## src/rtl/conv1d_stream_engine_pkg.sv

```systemverilog
// Shared types and width helpers for the 1-D streaming convolution engine.
package conv_pkg;

  localparam int DATA_W_DEF = 8;
  localparam int COEF_W_DEF = 8;

  typedef enum logic [1:0] {
    IDLE  = 2'd0,
    RUN   = 2'd1,
    DRAIN = 2'd2,
    DONE  = 2'd3
  } conv_state_e;

  // ceil(log2(n)) but never narrower than one bit
  function automatic int min1_clog2(input int n);
    return (n <= 2) ? 1 : $clog2(n);
  endfunction

  // Full-precision accumulator: product width plus growth for K terms
  function automatic int acc_w(input int dw, input int cw, input int k);
    return dw + cw + $clog2(k);
  endfunction

  function automatic int addr_w(input int k);
    return min1_clog2(k);
  endfunction

  // Result index runs 0..n-k
  function automatic int idx_w(input int n, input int k);
    return min1_clog2(n - k + 1);
  endfunction

  // Pixel counter runs 0..n-1
  function automatic int cnt_w(input int n);
    return min1_clog2(n);
  endfunction

endpackage

```

## src/rtl/conv1d_stream_engine_if.sv

```systemverilog
// Pixel-in / result-out stream bundle for the convolution engine.
// Handshake: a beat transfers on a rising clk edge where valid && ready are
// both high; the source holds valid and its payload stable until that edge,
// and valid never depends combinationally on ready.
interface conv1d_stream_engine_if
  import conv_pkg::*;
#(
  parameter int N_PIX  = 32,
  parameter int K      = 3,
  parameter int DATA_W = DATA_W_DEF,
  parameter int COEF_W = COEF_W_DEF
);
  localparam int ACC_W = acc_w(DATA_W, COEF_W, K);
  localparam int IDX_W = idx_w(N_PIX, K);

  logic                     in_valid;
  logic                     in_ready;
  logic signed [DATA_W-1:0] in_data;

  logic                     out_valid;
  logic                     out_ready;
  logic signed [ACC_W-1:0]  out_data;
  logic [IDX_W-1:0]         out_idx;
  logic                     out_last;

  // Upstream producer + downstream consumer side
  modport master (
    output in_valid, in_data, out_ready,
    input  in_ready, out_valid, out_data, out_idx, out_last
  );

  // Engine side
  modport slave (
    input  in_valid, in_data, out_ready,
    output in_ready, out_valid, out_data, out_idx, out_last
  );
endinterface

```

## src/rtl/conv1d_stream_engine_dot_k.sv

```systemverilog
// Combinational K-tap signed multiply-add; tap 0 pairs with window slot 0.
module conv_dot_k
  import conv_pkg::*;
#(
  parameter int K      = 3,
  parameter int DATA_W = DATA_W_DEF,
  parameter int COEF_W = COEF_W_DEF
) (
  input  logic signed [DATA_W-1:0]                    win [K],
  input  logic signed [COEF_W-1:0]                    wt  [K],
  output logic signed [acc_w(DATA_W, COEF_W, K)-1:0]  sum
);
  localparam int ACC_W = acc_w(DATA_W, COEF_W, K);

  // Sign-extend both operands to the accumulator width before multiplying
  always_comb begin
    sum = '0;
    for (int j = 0; j < K; j++) begin
      sum = sum + ACC_W'(win[j]) * ACC_W'(wt[j]);
    end
  end
endmodule

```

## src/rtl/conv1d_stream_engine.sv

```systemverilog
// Streaming valid-mode 1-D convolution: one pixel in per cycle, one result
// per accepted pixel once the window is full, with programmable taps and
// optional ReLU. The result register has a one-cycle latency.
module conv1d_stream_engine
  import conv_pkg::*;
#(
  parameter int N_PIX  = 32,
  parameter int K      = 3,
  parameter int DATA_W = DATA_W_DEF,
  parameter int COEF_W = COEF_W_DEF
) (
  input  logic                     clk,
  input  logic                     rst,
  input  logic                     w_we,
  input  logic [addr_w(K)-1:0]     w_addr,
  input  logic signed [COEF_W-1:0] w_data,
  input  logic                     relu_en,
  input  logic                     start,
  output logic                     busy,
  output logic                     done,
  output conv_state_e              dbg_state,
  conv1d_stream_engine_if.slave    strm
);
  localparam int ACC_W = acc_w(DATA_W, COEF_W, K);
  localparam int IDX_W = idx_w(N_PIX, K);
  localparam int CNT_W = cnt_w(N_PIX);

  conv_state_e              state, state_nx;
  logic signed [COEF_W-1:0] wt     [K];
  logic signed [DATA_W-1:0] win    [K];
  logic signed [DATA_W-1:0] win_nx [K];
  logic [CNT_W-1:0]         pcnt;
  logic                     relu_q;
  logic signed [ACC_W-1:0]  dot;
  logic                     accept;
  logic                     produce;
  logic                     last_pix;
  logic                     last_hs;

  assign accept   = strm.in_valid && strm.in_ready;
  assign produce  = accept && (pcnt >= CNT_W'(K - 1));
  assign last_pix = (pcnt == CNT_W'(N_PIX - 1));
  assign last_hs  = strm.out_valid && strm.out_ready && strm.out_last;

  assign busy          = (state == RUN) || (state == DRAIN);
  assign done          = (state == DONE);
  assign dbg_state     = state;
  // A new pixel may enter only if its result has somewhere to go this edge
  assign strm.in_ready = (state == RUN) && (!strm.out_valid || strm.out_ready);

  // Window as it will look after the current pixel shifts in (newest high)
  always_comb begin
    for (int j = 0; j < K - 1; j++) begin
      win_nx[j] = win[j + 1];
    end
    win_nx[K-1] = strm.in_data;
  end

  conv_dot_k #(
    .K      (K),
    .DATA_W (DATA_W),
    .COEF_W (COEF_W)
  ) u_dot (
    .win (win_nx),
    .wt  (wt),
    .sum (dot)
  );

  // State register
  always_ff @(posedge clk) begin
    if (rst) state <= IDLE;
    else     state <= state_nx;
  end

  // Next-state logic
  always_comb begin
    state_nx = state;
    unique case (state)
      IDLE:    if (start) state_nx = RUN;
      RUN:     if (accept && last_pix) state_nx = DRAIN;
      DRAIN:   if (last_hs) state_nx = DONE;
      DONE:    state_nx = IDLE;
      default: state_nx = IDLE;
    endcase
  end

  // Tap storage: writable only while idle, cleared by reset
  always_ff @(posedge clk) begin
    if (rst) begin
      for (int j = 0; j < K; j++) wt[j] <= '0;
    end else if (state == IDLE && w_we && int'(w_addr) < K) begin
      wt[w_addr] <= w_data;
    end
  end

  // Window, pixel counter and latched ReLU mode
  always_ff @(posedge clk) begin
    if (rst) begin
      pcnt   <= '0;
      relu_q <= 1'b0;
      for (int j = 0; j < K; j++) win[j] <= '0;
    end else if (state == IDLE && start) begin
      pcnt   <= '0;
      relu_q <= relu_en;
      for (int j = 0; j < K; j++) win[j] <= '0;
    end else if (accept) begin
      pcnt <= pcnt + CNT_W'(1);
      for (int j = 0; j < K; j++) win[j] <= win_nx[j];
    end
  end

  // Result register: reloads on a producing accept, else empties on handshake
  always_ff @(posedge clk) begin
    if (rst) begin
      strm.out_valid <= 1'b0;
      strm.out_data  <= '0;
      strm.out_idx   <= '0;
      strm.out_last  <= 1'b0;
    end else if (produce) begin
      strm.out_valid <= 1'b1;
      strm.out_data  <= (relu_q && dot[ACC_W-1]) ? '0 : dot;
      strm.out_idx   <= IDX_W'(pcnt - CNT_W'(K - 1));
      strm.out_last  <= last_pix;
    end else if (strm.out_valid && strm.out_ready) begin
      strm.out_valid <= 1'b0;
    end
  end

endmodule
```

## src/flat_wrapper.sv

```systemverilog
// flat-port wrapper written by rule: the top's interface ports become plain ports
module conv1d_stream_engine_flat import conv_pkg::*;
#(
  parameter int N_PIX  = 32,
  parameter int K      = 3,
  parameter int DATA_W = DATA_W_DEF,
  parameter int COEF_W = COEF_W_DEF
)
  (clk, rst, w_we, w_addr, w_data, relu_en, start, busy, done, dbg_state, strm_in_valid, strm_in_data, strm_out_ready, strm_in_ready, strm_out_valid, strm_out_data, strm_out_idx, strm_out_last);
  conv1d_stream_engine_if #(.N_PIX(N_PIX), .K(K), .DATA_W(DATA_W), .COEF_W(COEF_W)) strm_i ();
  input  logic clk;
  input  logic rst;
  input  logic w_we;
  input  logic [addr_w(K)-1:0] w_addr;
  input  logic signed [COEF_W-1:0] w_data;
  input  logic relu_en;
  input  logic start;
  output logic busy;
  output logic done;
  output conv_state_e dbg_state;
  input wire logic [$bits(strm_i.in_valid)-1:0] strm_in_valid;
  input wire logic [$bits(strm_i.in_data)-1:0] strm_in_data;
  input wire logic [$bits(strm_i.out_ready)-1:0] strm_out_ready;
  output wire logic [$bits(strm_i.in_ready)-1:0] strm_in_ready;
  output wire logic [$bits(strm_i.out_valid)-1:0] strm_out_valid;
  output wire logic [$bits(strm_i.out_data)-1:0] strm_out_data;
  output wire logic [$bits(strm_i.out_idx)-1:0] strm_out_idx;
  output wire logic [$bits(strm_i.out_last)-1:0] strm_out_last;
  assign strm_i.in_valid = strm_in_valid;
  assign strm_i.in_data = strm_in_data;
  assign strm_i.out_ready = strm_out_ready;
  assign strm_in_ready = strm_i.in_ready;
  assign strm_out_valid = strm_i.out_valid;
  assign strm_out_data = strm_i.out_data;
  assign strm_out_idx = strm_i.out_idx;
  assign strm_out_last = strm_i.out_last;
  conv1d_stream_engine #(.N_PIX(N_PIX), .K(K), .DATA_W(DATA_W), .COEF_W(COEF_W)) u_core (.clk(clk), .rst(rst), .w_we(w_we), .w_addr(w_addr), .w_data(w_data), .relu_en(relu_en), .start(start), .busy(busy), .done(done), .dbg_state(dbg_state), .strm(strm_i));
endmodule
```

## config.mk

```make
export PLATFORM = sky130hd
export DESIGN_NAME = conv1d_stream_engine_flat
export DESIGN_NICKNAME = d
export VERILOG_FILES = /design/src/rtl/conv1d_stream_engine_pkg.sv /design/src/rtl/conv1d_stream_engine_if.sv /design/src/rtl/conv1d_stream_engine_dot_k.sv /design/src/rtl/conv1d_stream_engine.sv /design/src/flat_wrapper.sv
export SDC_FILE = /design/constraint.sdc
export NUM_CORES = 1
export LEC_CHECK = 0
export ABC_CLOCK_PERIOD_IN_PS = 17500
export CAP_MARGIN = 20
export CORE_ASPECT_RATIO = 0.7
export CORE_MARGIN = 5
export CORE_UTILIZATION = 50
export CTS_CLUSTER_DIAMETER = 80
export CTS_CLUSTER_SIZE = 14
export DETAILED_ROUTE_END_ITERATION = 7
export GPL_ROUTABILITY_DRIVEN = 0
export HOLD_SLACK_MARGIN = 0.08
export PLACE_DENSITY_LB_ADDON = 0.25
export RECOVER_POWER = 100
export SLEW_MARGIN = 15
export SYNTH_ARGS = -nofsm -noshare
export SYNTH_HDL_FRONTEND = slang
export SYNTH_SLANG_ARGS = --single-unit
```

## constraint.sdc

```tcl
create_clock -name clk -period 17.5 [get_ports clk]
set_clock_uncertainty 0.05 [all_clocks]
set_input_delay 5.25 -clock clk [delete_from_list [all_inputs] [get_ports clk]]
set_output_delay 5.25 -clock clk [all_outputs]
set_load 0.02 [all_outputs]
```

## After elaboration in Yosys (flattened, before gate mapping)

Memory sizes are Yosys's and may differ from the RTL's.
Index checks and enable logic that the tools add are counted.

| operators by class | value |
|---|---|
| add/subtract/negate cells | 4 |
| $mul | 3 |
| magnitude comparators | 4 |
| eq/ne operators | 7 |
| muxes and demuxes | 25 |
| bitwise operators | 7 |
| reduce and logical (&&, ||, !) cells | 18 |

Operators by type and width:

| operator | number |
|---|---|
| $mux W8 | 7 |
| $mul A8 B8 Y16 | 3 |
| $bwmux W24 | 1 |
| $add A17 B16 Y18 | 1 |
| $mux W18 | 1 |
| $add A16 B16 Y17 | 1 |
| $demux W8 S2 | 1 |
| $logic_and A1 B1 Y1 | 11 |
| $mux W1 | 11 |
| $pmux W2 S4 | 1 |
| $mux W2 | 3 |
| $or A1 B1 Y1 | 6 |
| $add A5 B1 Y5 const B | 1 |
| $eq A5 B5 Y1 const B | 1 |
| $ge A5 B2 Y1 const B | 1 |
| $sub A5 B2 Y5 const B | 1 |
| $eq A2 B2 Y1 const B | 2 |
| $ne A2 B2 Y1 const B | 2 |
| $ge A3 B3 Y1 const B | 1 |
| $lt A3 B1 Y1 const B | 1 |
| $not A2 Y3 | 1 |
| $reduce_and A3 Y1 | 1 |
| $eq A2 B1 Y1 const B | 1 |
| $logic_not A2 Y1 | 1 |
| 6 further kinds | 7 |

| storage, ports and cells | value |
|---|---|
| bits in registers | 57 |
| RAM bits | 24 |
| bits of input ports | 25 |
| output and inout bits | 30 |
| memories kept | 1 |

Memory list:

| name | words | bits a word | read ports | clocked after memory_dff | write ports | RTL line | text |
|---|---|---|---|---|---|---|---|
| u_core.win | 3 | 8 | 2 | 0 | 3 | conv1d_stream_engine.sv:30 | `logic signed [DATA_W-1:0] win [K];` |

## Longest topological paths before layout

| depth | value |
|---|---|
| depth after elaboration | 9 |
| depth in mapped cells | 24 |

## Hierarchy

A second synthesis with hierarchy kept.

| second synthesis, totals | value |
|---|---|
| cells, all modules | 1161 |
| area, all modules | 11113.2 um2 |

By module, submodules not included:

| module | instances | cells each | area an instance (um2) | sequential area each (um2) |
|---|---|---|---|---|
| conv_dot_k | 1 | 851 | 8152.8 | 0.0 |
| conv1d_stream_engine | 1 | 310 | 2960.3 | 1621.6 |

## Worst setup path before layout

Ideal clock, no wire load.

| timing | value |
|---|---|
| path kind | input to register |
| start point | input port strm_in_data[7] |
| end point | register u_core.strm.out_data[12] |
| setup time | 0.058 ns |
| arrival time | 11.139 ns |
| required time | 17.392 ns |
| path slack | 6.253 ns |
| stages on the path | 21 |
| cell sequence | nand2_1 inv_1 fa_1 inv_1 fa_1 inv_1 fa_1 fa_1 fa_1 fa_1 inv_1 fa_1 inv_1 ha_1 a21o_1 a2111o_1 a21oi_1 a211oi_1 nor4_4 buf_6 a22o_2 |

| between the ends | value |
|---|---|
| longest elaborated chain between the ends | 4 |

Ends and longest elaborated chain:

| what | RTL line | text |
|---|---|---|
| start, declared | flat_wrapper.sv:22 | `input wire logic [$bits(strm_i.in_data)-1:0] strm_in_data;` |
| $mul A8 B8 Y16 (*) | conv1d_stream_engine_dot_k.sv:19 | `sum = sum + ACC_W'(win[j]) * ACC_W'(wt[j]);` |
| $add A17 B16 Y18 (*) | conv1d_stream_engine_dot_k.sv:19 |  |
| $logic_and A1 B1 Y1 | conv1d_stream_engine.sv:121 | `strm.out_data <= (relu_q && dot[ACC_W-1]) ? '0 : dot;` |
| $mux W18 (*) | conv1d_stream_engine.sv:121 |  |
| end signal, assigned | conv1d_stream_engine.sv:121 |  |
| end, declared | conv1d_stream_engine_if.sv:35 | `output in_ready, out_valid, out_data, out_idx, out_last` |

Mark *: on every way between the ends. The rest lies on a longest branch, timed or not.
A chain may end at the register's enable or synchronous reset.

## Final worst setup path

| timing | value |
|---|---|
| start point | input port strm_in_data[7] |
| end point | register u_core.strm.out_data[0] |

| between the ends | value |
|---|---|
| longest elaborated chain between the ends | 4 |

Ends and longest elaborated chain:

| what | RTL line |
|---|---|
| $mul A8 B8 Y16 | conv1d_stream_engine_dot_k.sv:19 |
| $add A17 B16 Y18 | conv1d_stream_engine_dot_k.sv:19 |
| $logic_and A1 B1 Y1 | conv1d_stream_engine.sv:121 |
| $mux W18 | conv1d_stream_engine.sv:121 |

No other way between the ends.

==> run summary <==
The sequential element share of the synthesized area came out at 0.148. Yosys mapped a number of flops with a built-in enable equal to 16. The number of max-slew violations in the final report is 73. The longest clock path from root to sink contains 2 buffers. Headroom to the max-slew limit came out at -0.715. The count of vias placed by the detailed router came out at 7383.

The signal on the critical path passes through dlygate4sd3_1 -> nand2_1 -> inv_1 -> fa_1 -> inv_1 -> fa_1 -> inv_1 -> fa_1 -> fa_1 -> fa_1 -> fa_1 -> inv_1 -> fa_1 -> inv_1 -> ha_1 -> a21o_1 -> a2111o_1 -> a21oi_1 -> a211oi_1 -> nor4_1 -> a22o_2. The ratio of routed vias to standard cells is 5.06. The run finished, with violations left. The total setup buffers inserted after CTS came out at 0. The detailed router finished its first iteration with 326 violations. The largest single stage delay on the critical path is 1.97 ns. The kind of end point of the critical path is a flop. The post-synthesis cell type count is 48.

The layout overhead on the synthesized area came out at 9.86%. The data arrival time of the worst path came out at 13.80 ns. The fraction of registers with async set/reset came out at 0. The total standard cell area after synthesis came out at 0.0110 sq mm. Registers take 0.00162 sq mm.

The layout cell share with drive strength beyond 1 came out at 0.0298. The antenna violation net count after detailed routing came out at 0. Counting every sink on the clock net gives 73. 55 I/O pins were placed.

The number of failing setup endpoints in the final timing report came out at 0. The overall die width came out at 187 microns. The cell area reported after detailed placement is 0.0118 sq mm. The number of synthesized register bits is 73. The number of nets in the layout came out at 1513.

By instance count, the cell type seen most on the critical path is sky130_fd_sc_hd__fa_1. The highest clock frequency the design can meet is 73.8 MHz. STA puts the critical path data required time at 17.74 ns. The number of global-route vias before repair is 8038. The die covers 0.0250 sq mm. The worst path in the final design needs a cycle of 13.56 ns, including I/O delays and setup. Setup repair after global routing left no endpoint under its margin. In this run the worst path has a maximum fanout of 17.

On the final layout, the worst hold slack is 0.424 ns. By startpoint and endpoint, the worst setup path is classified as in2reg. The number of gates resized after cts is 0. The leakage power summed over all cells came out at 0.00606 uW.

The initial utilization of the core area, before any placement, comes to 0.507. The actual slew at the worst max-slew pin came out at 2.55 ns. Entering global routing, the biggest net connects 38 pins. The initial antenna violation count came out at 1. The number of CTS-inserted buffers is 9.

The Yosys warning count came out at 0. The number of buffer cells added on primary ports is 54. The number of iterations in the first detailed-routing pass is 5.

The kind of cell adding the most delay to the critical path is adder cells. The clock-pin transition on the worst setup and hold timing paths is 0.06 ns. The critical path startpoint category is a primary input.

The summed negative setup slack over all endpoints came out at 0 ns. The buffering stage count on the worst path with inverters included is 6. The average footprint of a synthesized cell came out at 9.71 sq um. The dominant register cell in the synthesized netlist is sky130_fd_sc_hd__dfxtp_1. The worst-path cell with the longest stage delay is sky130_fd_sc_hd__nor4_1.

The core region area came out at 0.0216 sq mm. The final reports fail on capacitance limit, slew limit. The remaining routing DRC violations is 0. Dividing the final minimum period by the clock period gives 0.775. The max capacitance violation total came out at 3.

The root buffer cell chosen for the clock tree is sky130_fd_sc_hd__clkbuf_16. TritonCTS built the clock tree. The H-tree was split into 3 levels. The worst IR drop on VDD is 0.0854 mV. The ratio of total power to cell area is 70.1 mW/mm^2. The total overflow left after global routing is 0. Summing all non-filler instances in the final layout gives an area of 0.0120 sq mm. Once detailed placement completed, the half-perimeter wirelength came to 21200 microns. The synthesized instance count is 1129. When the netlist entered floorplanning its net count stood at 1471. The clock latency at the later pin of the worst-skew pair came out at 0.36 ns. The number of hold violations in the final report is 0. The cell row count came out at 45.

The die is 134 microns tall. The classification of the worst-slack hold path is reg2reg. The total global routing track utilization is 0.216. Summing all multi-input logic gate instances after layout gives 0.00820 sq mm. The routed wire length per instance came out at 17.1 microns. The number of buffers inserted by hold repair at cts came out at 0.

The global-route wire length before repair is 42600 microns. The final layout contains routed wiring with a total length of 24900 microns. Fill cells in the final layout number 2006.
[worst paths after layout]
check | slack (ns) | end | cells past startpoint | startpoint
hold / removal | 0.42 | u_core.strm.out_data[10] | 1 | u_core.strm.out_data[10]
setup reg to reg | 8.68 | u_core.strm.out_data[0] | 19 | u_core.wt[8]
hold reg to reg | 0.42 | u_core.strm.out_data[10] | 1 | u_core.strm.out_data[10]
setup / recovery | 3.94 | u_core.strm.out_data[0] | 21 | strm_in_data[7]
[report_power, final]
group	total, uW	switching [uW]	internal, uW
clock network	190	89.5	100
logic	413	235	177
registers	241	47.6	194
total	844	372	472
[area by class of cell]
type | count | share of cell area
clock inverter | 7 | 0.00550
tap | 282 | 0.0293
antenna | 1 | 0.000208
inverter | 273 | 0.0851
timing repair buffer | 57 | 0.0461
multi-input combinational | 757 | 0.681
sequential | 73 | 0.135
clock buffer | 9 | 0.0187
[registers in the layout, summed over array words and instances, names as in the netlist]
signal	cells
u_core.wt	24
u_core.strm.out_data	18
u_core.win	16
u_core.pcnt	5
u_core.strm.out_idx	5
u_core.dbg_state	2
u_core.relu_q	1
u_core.strm.out_last	1
u_core.strm.out_valid	1
[layout by cell type, fill, tap and decap left out, types with 3 or more instances in the layout]
master                            synthesis  routed
sky130_fd_sc_hd__nand3_1                  4       4
sky130_fd_sc_hd__a22o_2                  16      16
sky130_fd_sc_hd__nor2b_1                  3       3
sky130_fd_sc_hd__and2_0                   0      12
sky130_fd_sc_hd__a21oi_1                 41      41
sky130_fd_sc_hd__o21ai_0                  6       6
sky130_fd_sc_hd__fa_1                   234     234
sky130_fd_sc_hd__xnor2_1                 20      20
sky130_fd_sc_hd__dfxtp_1                 57      57
sky130_fd_sc_hd__mux2i_1                  3       3
sky130_fd_sc_hd__nand2b_1                 6       6
sky130_fd_sc_hd__xor2_1                   6       6
sky130_fd_sc_hd__nor2_1                  42      42
sky130_fd_sc_hd__nand2_1                128     128
sky130_fd_sc_hd__and3_1                   3       3
sky130_fd_sc_hd__edfxtp_1                16      16
sky130_fd_sc_hd__a211oi_1                 5       5
sky130_fd_sc_hd__nor3_1                   7       7
sky130_fd_sc_hd__dlygate4sd3_1            0      32
sky130_fd_sc_hd__and2_1                 119     107
sky130_fd_sc_hd__inv_6                    0       4
sky130_fd_sc_hd__clkbuf_16                0       9
sky130_fd_sc_hd__a21o_1                   3       3
sky130_fd_sc_hd__ha_1                    83      83
sky130_fd_sc_hd__clkdlybuf4s50_1          0      22
sky130_fd_sc_hd__inv_1                  272     272
sky130_fd_sc_hd__o21a_1                   4       4
[synth_stat cells, types with 2 or more instances]
library cell,n,area [sq um]
sky130_fd_sc_hd__clkbuf_1,23,86.3
sky130_fd_sc_hd__and3_1,3,18.8
sky130_fd_sc_hd__nand3_1,4,20.0
sky130_fd_sc_hd__nor3_1,7,35.0
sky130_fd_sc_hd__a22o_2,16,160
sky130_fd_sc_hd__nand2b_1,6,37.5
sky130_fd_sc_hd__xor2_1,6,52.6
sky130_fd_sc_hd__ha_1,83,1040
sky130_fd_sc_hd__nor2_1,42,158
sky130_fd_sc_hd__edfxtp_1,16,480
sky130_fd_sc_hd__or2_2,2,12.5
sky130_fd_sc_hd__nand4_1,2,12.5
sky130_fd_sc_hd__xnor3_1,2,45.0
sky130_fd_sc_hd__mux2i_1,3,30.0
sky130_fd_sc_hd__inv_1,272,1020
sky130_fd_sc_hd__fa_1,234,4680
sky130_fd_sc_hd__dfxtp_1,57,1140
sky130_fd_sc_hd__nand2_1,128,480
sky130_fd_sc_hd__a21oi_1,41,205
sky130_fd_sc_hd__and2_1,119,744
sky130_fd_sc_hd__o21a_1,4,30.0
sky130_fd_sc_hd__a211oi_1,5,37.5
sky130_fd_sc_hd__o21ai_0,6,30.0
sky130_fd_sc_hd__xnor2_1,20,175
sky130_fd_sc_hd__nor2b_1,3,18.8
sky130_fd_sc_hd__a21o_1,3,22.5
[layer usage]
| layer | part of all wire | GRT usage | vias up | wire length, microns |
|---|---|---|---|---|
| met2 | 0.45 | 0.331 | 164 | 11100 |
| li1 | - | - | 3451 | - |
| met3 | 0.062 | 0.0544 | 19 | 1540 |
| met4 | 0.011 | 0.0427 | 2 | 263 |
| met5 | 0.00028 | 0 | - | 7 |
| met1 | 0.48 | 0.315 | 3747 | 11900 |
[metrics by stage]
stage | instances | setup slack, ns | power (uW) | utilization
3_3_place_gp | 1442 | 5.11 | 655 | 0.545
3_5_place_dp | 1442 | 4.97 | 664 | 0.545
4_1_cts | 1458 | 5.34 | 859 | 0.558
2_1_floorplan | 1129 | 6.25 | 528 | -
6_report | 1459 | 3.94 | 844 | 0.557
5_1_grt | 1458 | 3.49 | 921 | 0.557
[logic make-up (layout without fill, tap and decap cells)]
| family | count (synthesis) | after routing | synth area share |
|---|---|---|---|
| AO/OA/AOI/OAI | 85 | 85 | 0.0521 |
| XOR/XNOR | 28 | 28 | 0.0249 |
| adder cells (fa/ha/maj) | 317 | 317 | 0.522 |
| buffers and inverters | 299 | 346 | 0.103 |
| flip-flops | 73 | 73 | 0.148 |
| multiplexers | 3 | 3 | 0.00274 |
| other | 0 | 1 | 0 |
| AND/OR/NAND/NOR | 324 | 324 | 0.147 |
(Power assumes the default switching activity.)
